$ cat src/rtl/rotor_stepper.sv
// Three-rotor stepping controller with double-step; step accepted at edge E0 shows new positions after E1.
// Positions hold in PRESENT until pos_ready; step_valid outside IDLE is dropped, never queued.
module rotor_stepper #(
    parameter int NOTCH_R = 21,
    parameter int NOTCH_M = 4,
    parameter int NOTCH_L = 16
) (
    input  logic        clk,
    input  logic        rst_n,
    input  logic        load_valid,
    input  logic [4:0]  load_pos_l,
    input  logic [4:0]  load_pos_m,
    input  logic [4:0]  load_pos_r,
    input  logic        step_valid,
    output logic        step_ready,
    output logic [4:0]  pos_l,
    output logic [4:0]  pos_m,
    output logic [4:0]  pos_r,
    output logic        pos_valid,
    input  logic        pos_ready,
    output logic [15:0] char_count,
    output logic        load_err
);

    // The left notch is reserved (left rotor never carries) but is still range-checked.
    if (NOTCH_R > 25 || NOTCH_M > 25 || NOTCH_L > 25) begin : g_bad_notch
        $error("rotor_stepper: notch parameters must be in 0..25");
    end

    typedef enum logic [1:0] {IDLE, STEP, PRESENT} state_t;
    state_t state;

    localparam logic [4:0] NR = 5'(NOTCH_R);
    localparam logic [4:0] NM = 5'(NOTCH_M);

    function automatic logic [4:0] inc26(input logic [4:0] p);
        return (p == 5'd25) ? 5'd0 : p + 5'd1;
    endfunction

    logic load_ok;
    logic turn_m;
    logic turn_l;

    assign load_ok    = (load_pos_l <= 5'd25) && (load_pos_m <= 5'd25) && (load_pos_r <= 5'd25);
    assign turn_l     = (pos_m == NM);
    assign turn_m     = (pos_r == NR) || turn_l;
    assign step_ready = rst_n && (state == IDLE) && !load_valid;

    always_ff @(posedge clk) begin
        if (!rst_n) begin
            state      <= IDLE;
            pos_l      <= 5'd0;
            pos_m      <= 5'd0;
            pos_r      <= 5'd0;
            pos_valid  <= 1'b0;
            char_count <= 16'd0;
            load_err   <= 1'b0;
        end else begin
            load_err <= 1'b0;
            case (state)
                IDLE: begin
                    if (load_valid) begin
                        if (load_ok) begin
                            pos_l <= load_pos_l;
                            pos_m <= load_pos_m;
                            pos_r <= load_pos_r;
                        end else begin
                            load_err <= 1'b1;
                        end
                    end else if (step_valid) begin
                        state <= STEP;
                    end
                end
                STEP: begin
                    // Decisions use pre-step positions, giving the middle-rotor double step.
                    pos_r      <= inc26(pos_r);
                    pos_m      <= turn_m ? inc26(pos_m) : pos_m;
                    pos_l      <= turn_l ? inc26(pos_l) : pos_l;
                    char_count <= char_count + 16'd1;
                    pos_valid  <= 1'b1;
                    state      <= PRESENT;
                end
                PRESENT: begin
                    if (pos_ready) begin
                        pos_valid <= 1'b0;
                        state     <= IDLE;
                    end
                end
                default: begin
                    pos_valid <= 1'b0;
                    state     <= IDLE;
                end
            endcase
        end
    end

endmodule

$ cat config.mk
export PLATFORM = sky130hd
export DESIGN_NAME = rotor_stepper
export DESIGN_NICKNAME = d
export VERILOG_FILES = /design/src/rtl/rotor_stepper.sv
export SDC_FILE = /design/constraint.sdc
export NUM_CORES = 1
export LEC_CHECK = 0
export CORE_UTILIZATION = 38
export DETAILED_ROUTE_END_ITERATION = 12
export DONT_BUFFER_PORTS = 1
export PLACE_DENSITY = 0.57
export SLEW_MARGIN = 15
export SYNTH_ARGS = -nofsm -noshare
export SYNTH_HDL_FRONTEND = slang
export SYNTH_SLANG_ARGS = --single-unit
$ cat constraint.sdc
create_clock -name clk -period 3.6 [get_ports clk]
set_input_delay 0.36 -clock clk [delete_from_list [all_inputs] [get_ports clk]]
set_output_delay 0.36 -clock clk [all_outputs]
set_load 0.01 [all_outputs]
Yosys cells after proc, flatten, opt, wreduce, memory -nomap -nowiden
Cells that the tools add are included.

Register bits: 35. Word-level logic and storage cells: 64. Bits of input ports: 20.

Bitwise logic cells: 1. Muxes and demuxes: 21. $add $sub $neg: 4. Eq/ne operators: 14. $lt $le $gt $ge: 3. Reduce and logical (&&, ||, !) cells: 14.

Operator list (number): two-way mux 5 bit (11); case mux 5 bit (2 select lines) (3); equality test 5 bit (second input constant) (4); adder 16 x 1 -> 16 bit (second input constant) (1); adder 5 x 1 -> 5 bit (second input constant) (3); <= comparator 5 bit (second input constant) (3); inequality test 2 bit (second input constant) (7); AND reduction 3 bit (3); AND reduction 4 bit (2); two-way mux 2 bit (3); case mux 2 bit (3 select lines) (1); equality test 5 x 3 -> 1 bit (second input constant) (1); logical AND 1 bit (4); case mux 1 bit (3 select lines) (1); equality test 2 x 1 -> 1 bit (second input constant) (1); equality test 2 bit (second input constant) (1); logical NOT 2 bit (1); two-way mux 1 bit (2); AND reduction 2 bit (1); nonzero test 2 bit (1); logical NOT 1 bit (1); logical OR 1 bit (1); NOT 1 bit (1).

Longest topological paths before layout
Word-level depth: 6. Depth in mapped cells: 7. Gate-level depth less buffers: 6.

Worst setup path after synthesis
No wires, ideal clock.

Path type: register to register. From: reg pos_m[0]. To: reg pos_l[4]. Stages on the path, launching flop included: 8. Data required time: 3504 ps. Setup time: 96 ps. Path slack: 2064 ps. Clock period less this slack: 1536 ps. Data arrival time: 1441 ps. Cells stage by stage: dfxtp_1 -> inv_1 -> ha_1 -> nand4bb_1 -> or2_1 -> buf_2 -> and2_4 -> o41ai_2.

Longest elaborated chain between the ends: 3.

Ends and longest elaborated chain: start: declaration (RTL line 17) `output logic [4:0] pos_m,`; start signal: assignment (RTL line 65) `pos_m <= load_pos_m;`; start signal: assignment (RTL line 77) `pos_m <= turn_m ? inc26(pos_m) : pos_m;`; equality test 5 x 3 -> 1 bit (RTL line 45) `assign turn_l = (pos_m == NM);`; inequality test 2 bit (no line); AND reduction 4 bit (no line); end signal: assignment (RTL line 64) `pos_l <= load_pos_l;`; end signal: assignment (RTL line 78) `pos_l <= turn_l ? inc26(pos_l) : pos_l;`; end: declaration (RTL line 16) `output logic [4:0] pos_l,`.

Every way passes these cells. A chain may end at the register's enable or synchronous reset.

Final worst setup path
From: reg state[0]. To: reg pos_l[4].

Longest elaborated chain between the ends: 3. Elaborated cells between the ends (all ways): 8. Classes of those cells: eq/ne: 4; mux: 1; reduce/logical: 3.

Ends and longest elaborated chain: start: declaration (RTL line 31) `state_t state;`; start signal: assignment (RTL line 51) `state <= IDLE;`; start signal: assignment (RTL line 71) `state <= STEP;`; start signal: assignment (RTL line 81) `state <= PRESENT;`; equality test 2 x 1 -> 1 bit / logical NOT 2 bit (equally long branches) (RTL line 60) `case (state)`; inequality test 2 bit (no line) / nonzero test 2 bit (equally long branches); AND reduction 4 bit (no line).

Several ways; a longest one is shown, not always the timed one.

==> flow_summary.yaml <==
synth:
  synth_fa_ha_area_frac: 0.0488
  syn_area_um2: 2050
  syn_avg_cell_area_um2: 8.30
  syn_nets: 275
  synth.top_cells.by_count: "dfxtp_1, nand2_1, nor2_1, nor3_1, inv_1"
  postSynthCellCount: 247
  yosysTopAreaCell: "dfxtp_1"
  ys_types: 49
  synthMostInstantiatedCell: "dfxtp_1"
  synth_top_cells_by_area: "dfxtp_1, mux2i_1, ha_1"
  synth_ff_type: "dfxtp_1"
  ys_ff_latch: 35
  yosys.area_share.simple: 0.301
  synth_mux_area_frac: 0.0537
  synth_compound_area_frac: 0.156
  yosys_warnings: 0
  yosysTopAreaCellShare: 0.342
  synth_enable_flop_cells: 0
  async_reset_ff_frac: 0
  synth-xor-area-share: 0.0427
  synth_top_family_by_area: "simple AND/OR/NAND/NOR gates"
  seq_area_frac_synth: 0.342
power_and_ir_drop:
  ir_drop_mv: 0.167
  swShare: 0.276
  clkPwrFrac: 0.357
  p_switching_w: 0.000227
  p_comb_frac: 0.110
  p_int_w: 0.000596
  p_seq_frac: 0.533
  p_leak_nw: 0.826
  powerDensity_nw_per_um2: 380
drt:
  wl_per_cell_um: 14.8
  ant_nets: 0
  route.detailed.drc: 0
  vias: 1718
  drt_pass1_iterations: 4
  initialDrtViolationCount: 71
  routed_wl_um: 4620
  via_per_inst: 5.52
timing:
  relSlewSlack: 0.554
  worst_pin_slew_ns: 0.668
  finalMaxSlewViolations: 0
  period_minus_slack_ns: 1.81
  timing.final.crit_share: 0.502
  fin_skew_ns: 0.00765
  hold_viol: 0
  max_freq_ghz: 0.554
  rsz0062_at_grt: "false"
  setup_viol: 0
  fin_tns_setup_ns: 0
floorplanning:
  dieArea_um2: 5690
  core-area_um2: 5140
  die_width_um: 75.5
  rows: 26
  initial_utilization: 0.399
  io_pins: 54
  dieHeight_um: 75.5
global_routing:
  top_usage_layer: "met2"
  grt_pass1_wl_um: 7330
  met2_usage: 0.272
  grt_pass1_vias: 1577
  gr-usage-all-layers: 0.168
  overflow: 0
  antenna_found_initial: 0
  grtUsageMet3: 0.0489
  grt_max_degree: 33
  grtUsageMet1: 0.216
placement:
  gp_congestion: 0.822
  dp_hpwl_um: 3360
  dp_cells: 304
  io_buffers: 0
critical_path:
  r2r_slack_ns: 1.79
  rr_worst_depth: 4
  crit_required_ns: 3.80
  crit_type: "reg -> reg"
  path_max_fanout: 32
  cp_top_family: "simple AND/OR/NAND/NOR gates"
  rr_startpoint: "state[0]$_SDFFE_PN0P_"
  cp_num_buf_inv: 0
  reg2reg_to: "pos_l[4]$_SDFFE_PN0P_"
  cp-start-kind: "flop"
  max_stage_delay_ns: 0.57
  crit_arrival_ns: 2.00
  cp_cell_sequence: "nand2b_4, or2_1, and2_4, o41ai_2"
  cp-end-kind: "flop"
  critPathSlowestCell: "dfxtp_1"
min_path:
  min_to: "state[0]$_SDFFE_PN0P_"
  min-delay-start: "step_valid"
  hold_class: "in -> reg"
  hold_path_depth: 1
clocking:
  root_buffer: "clkbuf_8"
  holdBufCountCts: 0
  cts_buffer_depth: 2
  clock_sinks: 35
  cts.clk_slew.worst_paths_ns: 0.07
  ctsResizeCount: 0
  cts_htree_levels: 2
  cts_tree: "built"
  clock_latency_ns: 0.29
  cts_setup_buffers: 0
  cts_made_buffers: 5
layout:
  finish.utilization: 0.421
  syn2layout_area_growth_pct: 5.43
  nets: 269
  layout.cells.non_filler: 311
  diodes: 0
  drive_gt1_frac: 0.0622
outcome:
  status: "finished, final reports clean"
run:
  cap_violations: 0
==> final cells by class <==
cell class / instances / area [µm²]
fillers: 549 / 2980
multi-input cells: 186 / 1230
flip-flops and latches: 35 / 701
well taps: 70 / 87.6
clock buffers: 6 / 82.6
inverters: 12 / 45.0
repair buffers: 1 / 7.51
clock inverters: 1 / 5.00
==> power by group through the flow <==
stage	registers, W	logic [W]	clock network, W
2_1_floorplan	0.000437	0.0000846	0
3_3_place_gp	0.000447	0.0000908	0
3_5_place_dp	0.000447	0.0000915	0
4_1_cts	0.000438	0.0000918	0.000304
5_1_grt	0.000442	0.000103	0.000315
6_report	0.000438	0.0000906	0.000294
==> how the worst max path moves through the flow <==
| stage | from | to | slack (ns) | cells past startpoint |
|---|---|---|---|---|
| floorplan | pos_m[0]$_SDFFE_PN0P_ | pos_l[4]$_SDFFE_PN0P_ | 2.06 | 7 |
| global placement | state[0]$_SDFFE_PN0P_ | pos_l[4]$_SDFFE_PN0P_ | 1.86 | 4 |
| detailed placement | state[0]$_SDFFE_PN0P_ | pos_l[4]$_SDFFE_PN0P_ | 1.79 | 4 |
| CTS | state[0]$_SDFFE_PN0P_ | pos_l[4]$_SDFFE_PN0P_ | 1.79 | 4 |
| global route | state[0]$_SDFFE_PN0P_ | pos_l[0]$_SDFFE_PN0P_ | 1.68 | 4 |
| finish | state[0]$_SDFFE_PN0P_ | pos_l[4]$_SDFFE_PN0P_ | 1.79 | 4 |
==> cell families (layout without fill, tap and decap cells) <==
logic type / Yosys count / count (layout)
and+or+nand+nor: 111 / 111
AOI/OAI and AO/OA: 46 / 46
DFF: 35 / 35
buffers and inverters: 26 / 20
muxes: 11 / 11
xor gates and xnor gates: 10 / 10
adders and majority gates: 8 / 8
==> placed cells by master (no fill, tap or decap), types with 4 or more instances in the layout <==
cell type,instances
a211oi_1,4
a21oi_1,8
and2_1,7
clkbuf_8,6
dfxtp_1,35
ha_1,8
inv_1,12
mux2i_1,11
nand2_1,24
nand2b_1,4
nand3_1,9
nand4_1,6
nor2_1,22
nor3_1,13
o21ai_0,11
o22ai_1,4
xnor2_1,7
==> state kept, by name, summed over array words and instances (netlist names) <==
name	cells
state	2
load_err	1
pos_r	5
pos_l	5
pos_valid	1
pos_m	5
char_count	16
==> per-stage QoR <==
stage,power [W],hold slack (ns),instance area (µm²),worst slack (ns)
floorplan,0.000522,0.482,2050,2.06
global placement,0.000538,0.497,2070,1.86
detailed placement,0.000539,0.489,2070,1.79
CTS,0.000834,0.180,2160,1.79
global route,0.000860,0.182,2160,1.68
finish,0.000822,0.188,2160,1.79
==> per-layer routing <==
layer | vias to the layer above | share of wire
li1 | 878 | -
met1 | 789 | 0.47
met2 | 46 | 0.45
met3 | 5 | 0.070
met4 | 0 | 0.011
met5 | - | 0
(Power assumes the default switching activity.)
